===== config.mk =====
export PLATFORM = sky130hd
export DESIGN_NAME = dcache_port_arbiter
export DESIGN_NICKNAME = d
export VERILOG_FILES = /design/src/rtl/dcache_port_arbiter.sv
export SDC_FILE = /design/constraint.sdc
export NUM_CORES = 1
export LEC_CHECK = 0
export CORE_ASPECT_RATIO = 0.6
export CORE_MARGIN = 1
export CORE_UTILIZATION = 30
export DETAILED_ROUTE_END_ITERATION = 6
export GPL_TIMING_DRIVEN = 1
export PLACE_DENSITY = 0.65
export SETUP_SLACK_MARGIN = 0.5
export SYNTH_ARGS = -nofsm -noshare
export SYNTH_HDL_FRONTEND = slang
export SYNTH_SLANG_ARGS = --single-unit

===== constraint.sdc =====
create_clock -name clock -period 1.3 [get_ports clock]
set_input_delay 0.26 -clock clock [delete_from_list [all_inputs] [get_ports clock]]
set_output_delay 0.26 -clock clock [all_outputs]
set_load 0.1 [all_outputs]

===== src/rtl/dcache_port_arbiter.sv =====
// Two-requester arbiter for the single data-cache request port.
// Core (0) and debug/DMA (1) share the port; contention resolved round-robin.
module dcache_port_arbiter #(
    parameter int ADDR_W = 31
) (
    input  logic              clock,
    input  logic              reset,
    input  logic              req0,
    input  logic              req1,
    input  logic [ADDR_W-1:0] addr0,
    input  logic [ADDR_W-1:0] addr1,
    input  logic              read0,
    input  logic              read1,
    input  logic [31:0]       wdata0,
    input  logic [31:0]       wdata1,
    input  logic              io0,
    input  logic              io1,
    output logic              ack0,
    output logic              ack1,
    output logic [31:0]       rdata0,
    output logic [31:0]       rdata1,
    output logic [ADDR_W-1:0] aq,
    output logic              read,
    output logic [31:0]       wq,
    output logic              selDCache,
    output logic              selDCacheIO,
    input  logic              done,
    input  logic              wrq,
    input  logic [31:0]       rqDCache,
    output logic [7:0]        waitCnt
);

    typedef enum logic [1:0] {IDLE, BUSY, ACK} state_t;

    state_t state;
    logic   owner;
    logic   rr;
    logic   grant1;
    logic   otherReq;

    // Requester 1 wins only if it is alone or the pointer favours it.
    assign grant1   = req1 & (~req0 | rr);
    assign otherReq = owner ? req0 : req1;

    always_ff @(posedge clock) begin
        if (!reset) begin
            state       <= IDLE;
            owner       <= 1'b0;
            rr          <= 1'b0;
            ack0        <= 1'b0;
            ack1        <= 1'b0;
            rdata0      <= '0;
            rdata1      <= '0;
            aq          <= '0;
            read        <= 1'b0;
            wq          <= '0;
            selDCache   <= 1'b0;
            selDCacheIO <= 1'b0;
        end else begin
            case (state)
                IDLE: begin
                    if (req0 | req1) begin
                        owner       <= grant1;
                        aq          <= grant1 ? addr1  : addr0;
                        read        <= grant1 ? read1  : read0;
                        wq          <= grant1 ? wdata1 : wdata0;
                        selDCacheIO <= grant1 ? io1    : io0;
                        selDCache   <= grant1 ? ~io1   : ~io0;
                        state       <= BUSY;
                    end
                end
                BUSY: begin
                    // Cache misses can take arbitrarily long; no timeout.
                    if (done) begin
                        selDCache   <= 1'b0;
                        selDCacheIO <= 1'b0;
                        ack0        <= ~owner;
                        ack1        <= owner;
                        if (wrq) begin
                            if (owner) rdata1 <= rqDCache;
                            else       rdata0 <= rqDCache;
                        end
                        state <= ACK;
                    end
                end
                ACK: begin
                    ack0  <= 1'b0;
                    ack1  <= 1'b0;
                    rr    <= ~owner;
                    state <= IDLE;
                end
                default: state <= IDLE;
            endcase
        end
    end

    always_ff @(posedge clock) begin
        if (!reset)
            waitCnt <= '0;
        else if (state != IDLE && otherReq && waitCnt != 8'hFF)
            waitCnt <= waitCnt + 8'd1;
    end

endmodule

==> results of run 1 <==
==> cells in the mapped netlist (2+ instances only) <==
cell type,number
nand2b_1,4
a21oi_1,66
nor2b_1,3
and2_1,3
clkbuf_1,15
nand3_1,67
nor2_1,8
o21ai_0,118
buf_2,17
nand4_2,2
and3_1,6
dfxtp_1,144
mux2i_1,69
o21ai_2,4
buf_6,6
clkbuf_2,5
a211oi_1,2
o21ai_1,11
nand2_1,43
nand3b_1,2
inv_1,3
buf_1,8
a22oi_1,2
nand4_1,2
buf_8,3
==> through the flow <==
step / std cells / hold slack, ns / total power, mW / utilization [%]
after floorplan: 631 / 0.3991 / 8.044 / -
after global placement: 1170 / 0.4676 / 10.04 / 63.77
after global routing: 1347 / 0.1660 / 17.20 / 81.62
final: 1349 / 0.1635 / 16.66 / 81.65
after detailed placement: 1170 / 0.4727 / 10.11 / 63.77
after CTS: 1296 / 0.1412 / 16.23 / 75.16
==> power groups by stage <==
stage / Sequential [mW] / Combinational (mW) / Clock, mW
2_1_floorplan: 6.90 / 1.14 / 0
3_3_place_gp: 5.04 / 5.00 / 0
3_5_place_dp: 5.05 / 5.06 / 0
4_1_cts: 4.93 / 5.93 / 5.36
5_1_grt: 4.99 / 6.62 / 5.59
6_report: 4.95 / 6.43 / 5.28
==> path summary, 6_finish.rpt <==
kind                            depth (start not counted)                       to
worst max-delay path                                    7  rdata0[24]$_SDFFE_PN0P_
worst min-delay path                                    3  rdata0[15]$_SDFFE_PN0P_
worst max register to register                          7  rdata0[24]$_SDFFE_PN0P_
worst min register to register                          2  rdata0[29]$_SDFFE_PN0P_
==> layout make-up <==
cell class                      count  area (sq um)  share of cell area, %
Clock inverter                     13         193.9                  1.288
Timing Repair Buffer              498          6695                  44.45
Clock buffer                       18         429.2                  2.849
Multi-Input combinational cell    431          4004                  26.58
Inverter                            3         16.27                 0.1080
Sequential cell                   144          3418                  22.69
Tap cell                          240         300.3                  1.994
Antenna cell                        2         5.005                0.03323
==> registers in the layout (all words and copies together) (netlist names) <==
register     cells
owner            1
ack0             1
state            2
waitCnt          8
read             1
ack1             1
wq              32
selDCache        1
rr               1
selDCacheIO      1
aq              31
rdata0          32
rdata1          32
==> timing repair <==
item / in CTS / in global routing
pin swaps: 34 / 72
resized for setup: 127 / 141
hold endpoints to repair: 0 / 0
cloned: 14 / 12
setup endpoints to repair: 284 / 284
setup buffers: 81 / 39
hold buffers: 0 / 0
==> cell families after synthesis <==
kind of cell | Yosys count | share of synthesized area [%]
AOI/OAI and AO/OA | 211 | 19.09
and+or+nand+nor | 148 | 13.20
adders and majority gates | 1 | 0.2164
muxes | 69 | 11.95
buffers and inverters | 58 | 5.671
DFF | 144 | 49.87
==> cell usage in the layout, fill, tap and decap left out, types with 4 or more instances in the layout <==
master | Yosys | layout
o21ai_4 | 0 | 14
nand3_2 | 0 | 48
a21oi_1 | 66 | 4
buf_12 | 0 | 162
o21ai_2 | 4 | 48
bufinv_16 | 0 | 5
mux2i_4 | 0 | 30
mux2i_2 | 0 | 15
nand2_1 | 43 | 40
clkinv_1 | 0 | 4
clkbuf_16 | 0 | 26
a21oi_2 | 1 | 62
mux2i_1 | 69 | 24
clkdlybuf4s50_1 | 0 | 163
nor2_1 | 8 | 4
and3_1 | 6 | 4
buf_4 | 1 | 120
o21ai_1 | 11 | 69
nand3_1 | 67 | 16
dfxtp_4 | 0 | 142
buf_6 | 6 | 26
buf_16 | 0 | 12
==> worst max-delay path: cells and delay by family (launching register included) <==
family | cells | cell delay [ns]
compound gates | 1 | 0.07
buf+inv | 3 | 0.46
flops | 1 | 0.36
simple gates | 3 | 0.42
==> routing by layer <==
layer,vias to the layer above,wire [microns],share of wire (%)
met5,-,0,0
met3,23,1596,5.7
met4,0,278,0.99
met2,204,14250,51
li1,3222,-,-
met1,3392,11820,42
==> flow_metrics.py, run 1 <==
metrics = {
    "yosys": {
        "synth_top_cell_by_area": "dfxtp_1",
        "async_flop_share_pct": 0,
        "netlist_instances": 631,
        "synth-edff-count": 0,
        "synth_area_per_cell_sq_um": 9.161,
        "syn_nets": 800,
        "ys_warn_count": 0,
        "yosysSeqAreaShare_pct": 49.87,
        "synthFlopType": "dfxtp_1",
        "yosys.area.top_type_share_pct": 49.87,
        "synthesis.area_sq_um": 5781,
        "synth-seq-cells": 144,
        "synth_cell_types": 43,
        "synthTopCellsByArea": "dfxtp_1, mux2i_1, o21ai_0",
    },
    "power": {
        "switching_share_pct": 34.72,
        "p_seq_share_pct": 29.7,
        "p_sw_mw": 5.786,
        "pwr-share-clk_pct": 31.7,
        "combinationalPowerShare_pct": 38.6,
        "internal-power_mw": 10.88,
        "powerDensity_nw_per_um2": 1106,
        "irDropWorstVdd_mv": 0.9373,
        "p_leak_nw": 5.829,
    },
    "global_route": {
        "grt.busiest_layer": "met2",
        "grt_pass1_vias": 6634,
        "grt_first_pass_wirelength_microns": 36860,
        "grt_max_degree": 46,
        "grt.met1_usage_pct": 29.54,
        "grt_overflow": 0,
        "met2_usage_pct": 42.03,
        "grt_use_total_pct": 24.45,
        "grt_use_met3_pct": 7.122,
        "antenna_found_initial": 2,
    },
    "floorplanning": {
        "start_util_pct": 31.33,
        "rows": 38,
        "dieHeight_microns": 109.5,
        "core_area_sq_um": 18450,
        "io_pins": 308,
        "dieWidth_microns": 181.2,
        "die_area_sq_um": 19850,
    },
    "sta": {
        "final-hold-violation-count": 0,
        "timing.slew.headroom_pct": 79.66,
        "finalMaxSlewViolations": 0,
        "setup_viol": 104,
        "setup_ws_ns": -0.1130,
        "period_minus_slack_ns": 1.413,
        "worst_pin_slew_ns": 0.2987,
        "fmax_mhz": 707.7,
        "totalNegativeSetupSlack_ns": -4.161,
        "rsz0062_at_grt": "yes",
        "finClkSkew_ns": 0.01016,
        "finalCritPeriodShare_pct": 108.7,
    },
    "drt": {
        "wire_per_inst_microns": 20.72,
        "vias": 6841,
        "drt_iter0_drc": 355,
        "dr.pass1.iters": 5,
        "wirelength_microns": 27950,
        "detail-route-antenna-nets": 0,
        "viasPerCell": 5.071,
        "drcViolationCount": 0,
    },
    "clock_tree": {
        "clk_latency_ns": 0.44,
        "clock_sinks": 144,
        "htreeDepth": 4,
        "cts_tree": "done",
        "clockBufferDepth": 2,
        "path_clk_slew_ns": 0.06,
        "numCtsBuffers": 17,
        "clock-root-buffer": "clkbuf_16",
    },
    "critical_path": {
        "cpMaxStageDelayCell": "dfxtp_4",
        "cp-startpoint": "state[1]$_SDFFE_PN0P_",
        "endpoint_kind": "flip-flop",
        "path_cells": "and2b_2, buf_6, nand4_4, buf_12, clkbuf_16, nand3_2, o21ai_1",
        "rr_startpoint": "state[1]$_SDFFE_PN0P_",
        "worstPathRequired_ns": 1.62,
        "path_class": "flip-flop to flip-flop",
        "worstSetupStartpointType": "flip-flop",
        "cp_max_fo": 8,
        "critPathMaxStageDelay_ns": 0.36,
        "cp.arrival_ns": 1.73,
        "reg2reg_slack_ns": -0.11,
    },
    "outcome": {
        "outcome": "finished with violations",
        "violations": "negative setup slack",
    },
    "placed_design": {
        "dp_hpwl_microns": 15960,
        "post-place-ws_ns": -0.5771,
        "place_area_sq_um": 11760,
        "gp_congestion": 0.8595,
        "portBuffers": 307,
    },
    "job": {
        "drv_cap": 0,
    },
    "final_layout": {
        "area.growth.synth_to_final_pct": 160.6,
        "fillCellCount": 975,
        "fin_nets": 1264,
        "design_area_sq_um": 15060,
        "drive_above_1_share_pct": 68.20,
    },
    "min_path": {
        "min_from": "reset",
        "min_path_type": "input port to flip-flop",
    },
}
No activity file was read; power rests on OpenSTA's default activity.
==> run 2: changes to the inputs <==
--- a/config.mk
+++ b/config.mk
@@ -12,6 +12,7 @@
 export GPL_TIMING_DRIVEN = 1
 export PLACE_DENSITY = 0.65
 export SETUP_SLACK_MARGIN = 0.5
+export SLEW_MARGIN = 20
 export SYNTH_ARGS = -nofsm -noshare
 export SYNTH_HDL_FRONTEND = slang
 export SYNTH_SLANG_ARGS = --single-unit
==> results of run 2 <==
The final DEF is identical to that of run 1; final timing and power are the same.
==> run 3: changes to the inputs <==
--- a/config.mk
+++ b/config.mk
@@ -10,6 +10,7 @@
 export CORE_UTILIZATION = 30
 export DETAILED_ROUTE_END_ITERATION = 6
 export GPL_TIMING_DRIVEN = 1
+export HOLD_SLACK_MARGIN = 0.1
 export PLACE_DENSITY = 0.65
 export SETUP_SLACK_MARGIN = 0.5
 export SLEW_MARGIN = 20
==> results of run 3 <==
The final DEF is identical to that of run 1; final timing and power are the same.
